## config.mk

```make
export PLATFORM = sky130hd
export DESIGN_NAME = prog_clk_divider_flat
export DESIGN_NICKNAME = d
export VERILOG_FILES = /design/src/rtl/prog_clk_divider_if.sv /design/src/rtl/prog_clk_divider.sv /design/src/flat_wrapper.sv
export SDC_FILE = /design/constraint.sdc
export NUM_CORES = 1
export LEC_CHECK = 0
export BUFFER_PORTS_ARGS = -buffer_cell sky130_fd_sc_hd__buf_2
export CAP_MARGIN = 20
export CORE_ASPECT_RATIO = 2
export CORE_MARGIN = 2
export CORE_UTILIZATION = 60
export CTS_CLUSTER_DIAMETER = 40
export DETAILED_ROUTE_END_ITERATION = 10
export PLACE_DENSITY = 0.84
export SYNTH_ARGS = -nofsm -noshare
export SYNTH_HDL_FRONTEND = slang
export SYNTH_SLANG_ARGS = --single-unit
```

## constraint.sdc

```tcl
create_clock -name cki -period 6.9 [get_ports cki]
set_input_delay 1.035 -clock cki [delete_from_list [all_inputs] [get_ports cki]]
set_output_delay 1.035 -clock cki [all_outputs]
set_load 0.02 [all_outputs]
```

## src/rtl/prog_clk_divider_if.sv

```systemverilog
// Ratio load channel for prog_clk_divider.
// Handshake: the source drives ndiv and raises ndiv_vld; a ratio is taken on
// every rising edge where ndiv_vld && ndiv_rdy. While ndiv_rdy is low the
// sink ignores ndiv_vld entirely, so a source that wants its ratio applied
// must hold ndiv_vld/ndiv stable until it sees ndiv_rdy high at an edge.
interface prog_clk_divider_if #(
  parameter int NBW = 8
);
  logic [NBW-1:0] ndiv;
  logic           ndiv_vld;
  logic           ndiv_rdy;

  modport master (output ndiv, output ndiv_vld, input ndiv_rdy);
  modport slave  (input ndiv, input ndiv_vld, output ndiv_rdy);
endinterface

```

## src/rtl/prog_clk_divider.sv

```systemverilog
// Runtime-programmable integer clock divider.
// A new ratio is parked in a one-entry holding register and only moved into
// force at a period boundary, so every cko period is a whole period of one
// ratio. cko and tick are registered: their next values are computed from the
// next counter/ratio so they line up with the counter in the same cycle.
module prog_clk_divider #(
  parameter int NBW      = 8,
  parameter int NDIV_RST = 2
) (
  input  logic                cki,
  input  logic                rstn,
  input  logic                en,
  prog_clk_divider_if.slave   ndiv_bus,
  output logic                cko,
  output logic                tick,
  output logic [NBW-1:0]      ndiv_cur,
  output logic                run,
  output logic [1:0]          state_dbg
);

  typedef enum logic [1:0] {
    IDLE = 2'd0,
    RUN  = 2'd1,
    STOP = 2'd2
  } state_t;

  state_t         state, state_nxt;
  logic [NBW-1:0] cntr, cntr_nxt;
  logic [NBW-1:0] ndiv_cur_nxt;
  logic [NBW-1:0] pend, pend_nxt;
  logic           pend_vld, pend_vld_nxt;
  logic           cko_nxt, tick_nxt;
  logic           bnd, accept, apply;
  logic [NBW-1:0] ndiv_clamped;

  assign ndiv_bus.ndiv_rdy = !pend_vld;
  assign run               = (state != IDLE);
  assign state_dbg         = state;
  assign ndiv_clamped      = (ndiv_bus.ndiv < NBW'(2)) ? NBW'(2) : ndiv_bus.ndiv;

  // Register all divider state; async reset returns to the idle reset ratio.
  always_ff @(posedge cki or negedge rstn) begin
    if (!rstn) begin
      state    <= IDLE;
      cntr     <= '0;
      cko      <= 1'b0;
      tick     <= 1'b0;
      ndiv_cur <= NBW'(NDIV_RST);
      pend     <= NBW'(NDIV_RST);
      pend_vld <= 1'b0;
    end else begin
      state    <= state_nxt;
      cntr     <= cntr_nxt;
      cko      <= cko_nxt;
      tick     <= tick_nxt;
      ndiv_cur <= ndiv_cur_nxt;
      pend     <= pend_nxt;
      pend_vld <= pend_vld_nxt;
    end
  end

  // Next-state, counter, ratio handover and registered-output precompute.
  always_comb begin
    state_nxt    = state;
    cntr_nxt     = cntr;
    pend_nxt     = pend;
    pend_vld_nxt = pend_vld;
    ndiv_cur_nxt = ndiv_cur;
    cko_nxt      = 1'b0;
    tick_nxt     = 1'b0;

    bnd    = (state == IDLE) || (cntr == (ndiv_cur - NBW'(1)));
    accept = ndiv_bus.ndiv_vld && !pend_vld;
    // A ratio accepted this cycle only has pend_vld set after the edge, so it
    // can never be applied on the same edge it was taken.
    apply  = bnd && pend_vld;

    if (apply) begin
      ndiv_cur_nxt = pend;
      pend_vld_nxt = 1'b0;
    end
    if (accept) begin
      pend_nxt     = ndiv_clamped;
      pend_vld_nxt = 1'b1;
    end

    unique case (state)
      IDLE: begin
        cntr_nxt = '0;
        if (en) state_nxt = RUN;
      end
      RUN: begin
        cntr_nxt = bnd ? '0 : cntr + NBW'(1);
        if (!en) state_nxt = bnd ? IDLE : STOP;
      end
      STOP: begin
        cntr_nxt = bnd ? '0 : cntr + NBW'(1);
        if (en)       state_nxt = RUN;
        else if (bnd) state_nxt = IDLE;
      end
      default: begin
        state_nxt = IDLE;
        cntr_nxt  = '0;
      end
    endcase

    if (state_nxt != IDLE) begin
      cko_nxt  = (cntr_nxt >= (ndiv_cur_nxt >> 1));
      tick_nxt = (cntr_nxt == (ndiv_cur_nxt - NBW'(1)));
    end
  end

endmodule
```

## src/flat_wrapper.sv

```systemverilog
// flat-port wrapper written by rule: the top's interface ports become plain ports
module prog_clk_divider_flat 
#(
  parameter int NBW      = 8,
  parameter int NDIV_RST = 2
)
  (cki, rstn, en, cko, tick, ndiv_cur, run, state_dbg, ndiv_bus_ndiv, ndiv_bus_ndiv_vld, ndiv_bus_ndiv_rdy);
  prog_clk_divider_if #(.NBW(NBW)) ndiv_bus_i ();
  input  logic cki;
  input  logic rstn;
  input  logic en;
  output logic cko;
  output logic tick;
  output logic [NBW-1:0] ndiv_cur;
  output logic run;
  output logic [1:0] state_dbg;
  input wire logic [$bits(ndiv_bus_i.ndiv)-1:0] ndiv_bus_ndiv;
  input wire logic [$bits(ndiv_bus_i.ndiv_vld)-1:0] ndiv_bus_ndiv_vld;
  output wire logic [$bits(ndiv_bus_i.ndiv_rdy)-1:0] ndiv_bus_ndiv_rdy;
  assign ndiv_bus_i.ndiv = ndiv_bus_ndiv;
  assign ndiv_bus_i.ndiv_vld = ndiv_bus_ndiv_vld;
  assign ndiv_bus_ndiv_rdy = ndiv_bus_i.ndiv_rdy;
  prog_clk_divider #(.NBW(NBW), .NDIV_RST(NDIV_RST)) u_core (.cki(cki), .rstn(rstn), .en(en), .ndiv_bus(ndiv_bus_i), .cko(cko), .tick(tick), .ndiv_cur(ndiv_cur), .run(run), .state_dbg(state_dbg));
endmodule
```

==> impl_metrics.yaml, run 1 <==
job:
  cap_violations: 0
sta:
  fin_setup_tns_ns: 0
  hold_viol_final: 0
  rsz0062_at_grt: "false"
  max_freq_mhz: 238
  tightest_slew_ns: 0.749
  finClkSkew_ns: 0.00294
  setup_viol: 0
  max-slew-margin-rel_pct: 49.9
  fin_crit_sh_pct: 60.9
  finalCriticalPeriod_ns: 4.20
  final-max-slew-violation-count: 0
logic_synthesis:
  ys.flop_type: "dfrtp_1"
  syn-num-nets: 234
  avgSynthCellArea_um2: 10.2
  ys_ff_latch: 29
  synth_cell_types: 66
  ys_top_cells_by_area: "dfrtp_1 (32%), ha_1 (8.3%), mux2_2 (4.8%), xnor2_1 (4.1%), inv_1 (3.2%)"
  yosys.area.top_type: "dfrtp_1"
  synth-edff-count: 0
  ys_async_sr_fraction_pct: 100
  netlist_area_um2: 2120
  ys_warn_count: 0
  synth_top_area_share_pct: 31.9
  syn_inst: 208
  ys_seq_area_share_pct: 34.3
setup_path:
  critPathRequiredTime_ns: 7.04
  cp-start-kind: "register"
  crit_type: "reg2reg"
  path_max_fanout: 12
  crit_start: "u_core.ndiv_cur[0]"
  setup.worst_path.end_class: "register"
  reg2reg_from: "u_core.ndiv_cur[0]"
  crit_arrival_ns: 4.35
floorplan:
  die_w_um: 46.0
  core_area_um2: 3380
  num_io_pins: 26
  initial_core_util_pct: 62.8
  rows: 30
  die_h_um: 88.1
  dieArea_um2: 4060
grt:
  use_met2_pct: 51.1
  met3_usage_pct: 5.77
  grt.busiest_layer: "met2"
  grt_usage_pct: 30.0
  gr-usage-met1_pct: 30.8
  overflow: 0
  first_global_vias: 1830
  grt_antenna_before_repair: 0
  grt_start_max_net_pins: 30
  grt_pass1_wl_um: 8650
placement:
  placed_area_um2: 2260
  gp_congestion: 0.979
  dpl.hpwl_um: 4110
  portBuffers: 25
cts:
  cts_root_buf: "clkbuf_8"
  cts_resized: 0
  clk_latency_ns: 0.28
  cts.clk_slew.worst_paths_ns: 0.06
  h-tree-depth: 2
  hold_buffers: 0
  cts_buffers: 5
  cts_tree: "built"
  numClockSinks: 29
  clock_path_buffers: 2
  cts_setup_buffers: 0
power_and_ir_drop:
  power.leakage_nw: 1.08
  power_density_nw_per_um2: 513
  ir_drop_v: 0.000315
final_layout:
  nets: 263
  syn_to_final_growth_pct: 10.2
  final_area_um2: 2340
  layout-drive-gt1-share_pct: 26.9
  antennaDiodeCount: 0
routing:
  drc: 0
  drtIter0Drc: 57
  dr.pass1.iters: 4
  via_per_inst: 6.36
  post_drt_wl_per_cell_um: 19.3
  drt_wl_total_um: 5200
  ant_nets: 0
  vias: 1718
min_path:
  hp-class: "reg2reg"
  hp-start: "u_core.pend[7]"
status:
  status: "finished, final reports clean"
-- per-layer routing --
layer / up-vias / share of wire (%)
li1: 822 / -
met1: 812 / 35
met2: 59 / 55
met3: 25 / 4.2
met4: 0 / 6.0
met5: - / 0
-- cells in the final DEF (no fill, tap or decap), drive strengths merged, types with 2 or more instances in the layout --
master   synthesis  routed
ha              14      14
a22oi            2       2
nand3            4       4
nand4            4       4
o211a            2       2
nor3             4       4
nand2b           5       5
xnor2           10      10
clkbuf           2       8
and3             4       4
dfrtp           27      27
dfstp            2       2
and2             3       3
nor2            19      19
or2              3       3
nor2b            3       3
xor2             5       5
o31ai            4       4
nor4             3       3
nand2            8       8
mux2i            6       6
o211ai           3       3
xnor3            2       2
or4              3       3
a211oi           2       2
mux2            10      10
inv             18      18
o21ai            6       6
buf              1      25
o2111ai          2       2
o22ai            2       2
a21oi            7       7
-- final timing paths --
kind | slack (ns) | depth (start not counted) | end
setup / recovery | 2.70 | 19 | u_core.cko
hold / removal | 0.53 | 1 | u_core.pend[7]
setup reg to reg | 2.70 | 19 | u_core.cko
hold reg to reg | 0.53 | 1 | u_core.pend[7]
max in group asynchronous | 5.69 | 1 | u_core.state_dbg[0]
min in group asynchronous | 0.78 | 1 | u_core.ndiv_cur[3]
-- cells in the mapped netlist (4+ instances only) --
| cell type | number |
|---|---|
| mux2i_1 | 4 |
| nor2_1 | 18 |
| ha_1 | 14 |
| nand4_1 | 4 |
| xor2_1 | 5 |
| xnor2_1 | 10 |
| nand2_1 | 7 |
| dfrtp_1 | 27 |
| mux2_2 | 9 |
| inv_1 | 18 |
| nand2b_1 | 4 |
| o21ai_0 | 5 |
| a21oi_1 | 7 |
-- kinds of logic (layout without fill, tap and decap cells) --
logic type / Yosys count / after routing / share of synthesized area, %
XOR/XNOR: 17 / 17 / 8.32
adder cells (fa/ha/maj): 14 / 14 / 8.26
flip-flops: 29 / 29 / 34.3
AO/OA/AOI/OAI: 44 / 44 / 17.3
buffers and inverters: 21 / 51 / 4.54
AND/OR/NAND/NOR: 67 / 67 / 18.6
multiplexers: 16 / 16 / 8.67
-- state kept, by name (all words and copies together), names as in the netlist --
register          flops
u_core.pend           8
u_core.pend_vld       1
u_core.tick           1
u_core.cko            1
u_core.ndiv_cur       8
u_core.cntr           8
u_core.state_dbg      2
-- cell type report --
type | count | area [µm²]
Timing Repair Buffer | 25 | 125
Multi-Input combinational cell | 158 | 1300
Sequential cell | 29 | 728
Fill cell | 263 | 1040
Tap cell | 32 | 40.0
Clock buffer | 8 | 80.1
Inverter | 18 | 67.6
-- stage by stage --
step,setup WS [ns],util (%),power [mW],std cells,hold WS (ns)
after floorplan,3.37,-,0.875,208,0.480
after global placement,2.84,66.8,1.04,262,0.519
after detailed placement,2.79,66.8,1.06,262,0.526
after CTS,2.74,69.2,1.19,270,0.536
after global routing,2.49,69.2,1.28,270,0.557
final,2.70,69.2,1.20,270,0.533
-- power by group --
part | switching [mW] | internal (mW) | total [mW]
clock | 0.0591 | 0.0714 | 0.130
combinational | 0.431 | 0.312 | 0.743
sequential | 0.0916 | 0.234 | 0.326
total | 0.582 | 0.617 | 1.20
-- worst max-delay path, cell delays in order (launching register included) --
cell and delay, ns:
dfrtp_1 0.47, inv_1 0.12, ha_1 0.27, o211a_1 0.13, o31ai_1 0.52, a21oi_1 0.32
nor2_4 0.43, nor2_1 0.08, a21oi_1 0.18, inv_1 0.11, ha_1 0.29, nand2b_1 0.14
a21oi_1 0.15, nor2b_1 0.06, o21ai_0 0.18, nand2b_1 0.09, a21oi_1 0.20, nor2b_1 0.08
o21ai_0 0.16, a21oi_1 0.09
(Power assumes the default switching activity.)
==> run 2: changes to the inputs <==
- CORE_UTILIZATION: 60 -> 52
- PLACE_DENSITY: 0.84 -> 0.77
- clock period: 6.9 -> 3.4 ns (I/O delays scaled with it)
==> impl_metrics.yaml, run 2 (synthesis gave the netlist of run 1 again) <==
sta:
  tightest_slew_ns: 0.742
  rsz0062_at_grt: "true"
  fin_crit_sh_pct: 101
  final-max-slew-violation-count: 0
  max_freq_mhz: 291
  setup_viol: 2
  timing.final.ws_setup_ns: -0.0419
  hold_slack_ns: 0.257
  hold_viol_final: 0
  finalCriticalPeriod_ns: 3.44
  finClkSkew_ns: 0.00345
  max-slew-margin-rel_pct: 50.4
  fin_setup_tns_ns: -0.0465
setup_path:
  crit_arrival_ns: 3.66
  crit_type: "reg2reg"
  setup.worst_path.end_class: "register"
  critPathRequiredTime_ns: 3.62
  cp-start-kind: "register"
  reg2reg_from: "u_core.ndiv_cur[1]"
  crit_start: "u_core.ndiv_cur[1]"
  reg2regPathDepth: 16
  path_max_fanout: 5
  r2r_setup_slack_ns: -0.04
  timing.rr.end: "u_core.tick"
final_layout:
  nets: 316
  finalNonFillerCells: 342
  layout-drive-gt1-share_pct: 48.8
  top_regs: "u_core.cntr: 8 flops, u_core.ndiv_cur: 8 flops, u_core.pend: 8 flops"
  final_cell_mix: "buf_4 (52), dfrtp_1 (26), buf_2 (25)"
  antennaDiodeCount: 0
  final_area_um2: 2930
  utilization_pct: 75.5
  syn_to_final_growth_pct: 38.3
  final_common_cell: "buf_4"
placement:
  portBuffers: 25
  gp_congestion: 0.949
  dp_cells: 324
  dpl.hpwl_um: 4810
  dpl_worst_slack_ns: -0.105
  placed_area_um2: 2620
floorplan:
  num_io_pins: 26
  die_h_um: 94.3
  core_area_um2: 3880
  rows: 32
  dieArea_um2: 4640
  initial_core_util_pct: 54.6
  die_w_um: 49.2
grt:
  grt_pass1_wl_um: 9640
  overflow: 0
  grt_start_max_net_pins: 30
  grt_antenna_before_repair: 0
  first_global_vias: 2032
  grt_usage_pct: 28.4
cts:
  cts_buffers: 5
  cts_tree: "built"
  clock_path_buffers: 2
  clk_latency_ns: 0.29
  h-tree-depth: 2
  numClockSinks: 29
  cts_root_buf: "clkbuf_8"
  cts.clk_slew.worst_paths_ns: 0.06
  hold_buffers: 0
routing:
  drc: 0
  dr.pass1.iters: 5
  via_per_inst: 6.17
  vias: 2110
  drt_wl_total_um: 7040
  post_drt_wl_per_cell_um: 20.6
  ant_nets: 0
  drtIter0Drc: 117
job:
  cap_violations: 0
power_and_ir_drop:
  power_density_nw_per_um2: 1130
  ir_drop_v: 0.00110
  p_total_mw: 3.30
  power.leakage_nw: 1.38
min_path:
  hp-class: "in2async"
status:
  violations: "setup timing"
  status: "complete, but fails checks"
[run 2: worst max-delay path by stage]
stage / to / cells past startpoint
CTS: u_core.cko / 17
detailed placement: u_core.tick / 14
global route: u_core.cko / 19
global placement: u_core.tick / 14
finish: u_core.tick / 16
floorplan: u_core.cko / 20
[run 2: routing by layer]
| metal | part of all wire (%) | vias up | track usage [%] |
|---|---|---|---|
| met1 | 32 | 1007 | 26.2 |
| met3 | 5.1 | 55 | 3.34 |
| met4 | 8.4 | 0 | 23.3 |
| li1 | - | 924 | - |
| met2 | 54 | 124 | 53.6 |
| met5 | 0 | - | 0 |
[run 2: worst max-delay path, stage by stage (launching register included)]
cell	delay, ns
dfstp_2	0.56
inv_2	0.06
ha_4	0.17
a31o_4	0.23
a2111oi_4	0.32
buf_4	0.19
buf_6	0.10
o211a_1	0.21
o21ai_2	0.10
nand2_1	0.10
a21boi_4	0.20
ha_4	0.23
a2bb2oi_2	0.15
o22ai_1	0.08
a311o_1	0.30
nor4_2	0.16
o221a_1	0.22
[run 2: what timing repair did]
action	4_1_cts	5_1_grt
setup endpoints to repair	2	2
buffers inserted	3	8
pin swaps	7	13
gates resized for setup	11	16
[run 2: area by class of cell]
| cell class | count | area, µm² |
|---|---|---|
| Multi-Input combinational cell | 158 | 1450 |
| Fill cell | 264 | 950 |
| Sequential cell | 29 | 729 |
| Timing Repair Buffer | 78 | 527 |
| Clock buffer | 7 | 96.3 |
| Inverter | 18 | 67.6 |
| Tap cell | 51 | 63.8 |
| Clock inverter | 1 | 5.00 |
[run 2: power by group]
| group | internal [mW] | switching (mW) |
|---|---|---|
| logic | 1.14 | 1.22 |
| clock network | 0.183 | 0.137 |
| registers | 0.476 | 0.154 |
==> run 3: changes to the inputs <==
- CAP_MARGIN: 20 -> 40
- CORE_UTILIZATION: 52 -> 30
- PLACE_DENSITY: 0.77 -> 0.49
- clock period: 3.4 -> 3.2 ns (I/O delays scaled with it)
==> impl_metrics.yaml, run 3 (synthesis gave the netlist of run 1 again) <==
status:
  status: "complete, but fails checks"
  violations: "setup timing"
routing:
  vias: 1977
  post_drt_wl_per_cell_um: 17.7
  drc: 0
  drt_wl_total_um: 6850
  via_per_inst: 5.11
  dr.pass1.iters: 4
  drtIter0Drc: 66
  ant_nets: 0
final_layout:
  top_regs: "u_core.cntr: 8 flops, u_core.ndiv_cur: 8 flops, u_core.pend: 8 flops"
  final_cell_mix: "buf_4 (58), buf_2 (25), dfrtp_1 (25)"
  nets: 322
  layout-drive-gt1-share_pct: 49.8
  finalNonFillerCells: 387
  final_area_um2: 3100
  antennaDiodeCount: 0
  final_common_cell: "buf_4"
  utilization_pct: 45.0
  syn_to_final_growth_pct: 46.3
floorplan:
  dieArea_um2: 7800
  core_area_um2: 6890
  die_w_um: 63.5
  rows: 43
  die_h_um: 123
  initial_core_util_pct: 30.8
  num_io_pins: 26
cts:
  numClockSinks: 29
  h-tree-depth: 2
  cts_buffers: 5
  cts_tree: "built"
  clock_path_buffers: 2
  cts_root_buf: "clkbuf_16"
  clk_latency_ns: 0.28
  cts.clk_slew.worst_paths_ns: 0.05
sta:
  fin_crit_sh_pct: 103
  hold_slack_ns: 0.235
  rsz0062_at_grt: "true"
  setup_viol: 2
  finalCriticalPeriod_ns: 3.31
  hold_viol_final: 0
  fin_setup_tns_ns: -0.183
  timing.final.ws_setup_ns: -0.106
  finClkSkew_ns: 0.00471
  final-max-slew-violation-count: 0
  tightest_slew_ns: 0.764
  max_freq_mhz: 303
  max-slew-margin-rel_pct: 48.9
setup_path:
  cp-endpoint: "u_core.cko"
  crit_type: "reg2reg"
  reg2regPathDepth: 17
  timing.rr.end: "u_core.cko"
  path_max_fanout: 5
  crit_arrival_ns: 3.45
  setup.worst_path.end_class: "register"
  r2r_setup_slack_ns: -0.11
  crit_start: "u_core.ndiv_cur[1]"
  reg2reg_from: "u_core.ndiv_cur[1]"
  critPathRequiredTime_ns: 3.34
  cp-start-kind: "register"
grt:
  grt_pass1_wl_um: 10900
  grt_start_max_net_pins: 30
  first_global_vias: 2117
  overflow: 0
  grt_antenna_before_repair: 0
  grt_usage_pct: 19.1
power_and_ir_drop:
  p_int_mw: 2.18
  pwr-share-clk_pct: 14.8
  netSwitchingPower_mw: 1.55
  sw_frac_of_total_pct: 41.6
  power.leakage_nw: 1.43
  ir_drop_v: 0.000622
  combinationalPowerShare_pct: 67.3
  power_density_nw_per_um2: 1200
  p_seq_share_pct: 17.9
placement:
  dpl.hpwl_um: 5590
  portBuffers: 25
  dp_cells: 369
  gp_congestion: 0.868
  placed_area_um2: 2740
job:
  cap_violations: 0
min_path:
  hp-class: "in2async"
==> run 3: how the worst min path moves through the flow <==
stage,to,slack [ns],cells past startpoint
2_1_floorplan,u_core.cko,0.18,0
3_3_place_gp,u_core.pend[7],0.53,1
3_5_place_dp,u_core.pend[7],0.54,1
4_1_cts,u_core.cntr[7],0.26,1
5_1_grt,u_core.cntr[7],0.30,1
6_report,u_core.cntr[7],0.24,1
==> run 3: metal layers <==
metal / up-vias / wire, µm / track usage [%]
li1: 936 / - / -
met1: 974 / 2160 / 16.8
met2: 45 / 4130 / 38.1
met3: 22 / 195 / 3.28
met4: 0 / 362 / 12.4
met5: - / 0 / 0
==> run 3: area by class of cell <==
cell class / instances / area, µm²
fillers: 736 / 3780
multi-input cells: 158 / 1450
flip-flops and latches: 29 / 731
repair buffers: 84 / 572
clock buffers: 7 / 143
well taps: 90 / 113
inverters: 18 / 67.6
clock inverters: 1 / 30.0
==> run 3: power groups by stage <==
stage                     Combinational [mW]  Sequential (mW)  Clock (mW)
after floorplan                         1.21            0.737           0
after global placement                  2.20            0.659           0
after detailed placement                2.20            0.664           0
after CTS                               2.27            0.664       0.563
after global routing                    2.72            0.687       0.578
final                                   2.51            0.667       0.554
==> run 3: metrics by stage <==
step	worst slack, ns	power (mW)
2_1_floorplan	-0.104	1.95
3_3_place_gp	-0.231	2.86
3_5_place_dp	-0.261	2.87
4_1_cts	-0.110	3.50
5_1_grt	-0.286	3.98
6_report	-0.106	3.73
==> run 3: timing repair <==
item / in CTS / in global routing
hold buffers: 0 / 0
pin swaps: 6 / 10
setup endpoints to repair: 2 / 2
resized for setup: 7 / 12
setup buffers: 2 / 8
==> run 3: worst max-delay path, cell delays in order, from the launching register on <==
cell	delay, ns
dfstp_2	0.54
inv_2	0.06
ha_4	0.17
a31o_2	0.22
a2111oi_4	0.41
a21oi_2	0.13
nor2_4	0.19
buf_4	0.16
mux2i_4	0.27
ha_4	0.24
a21oi_2	0.13
nor2b_1	0.05
o21ai_1	0.12
nand2b_1	0.08
a21oi_2	0.16
nor2b_1	0.06
o21ai_1	0.11
a21oi_1	0.07
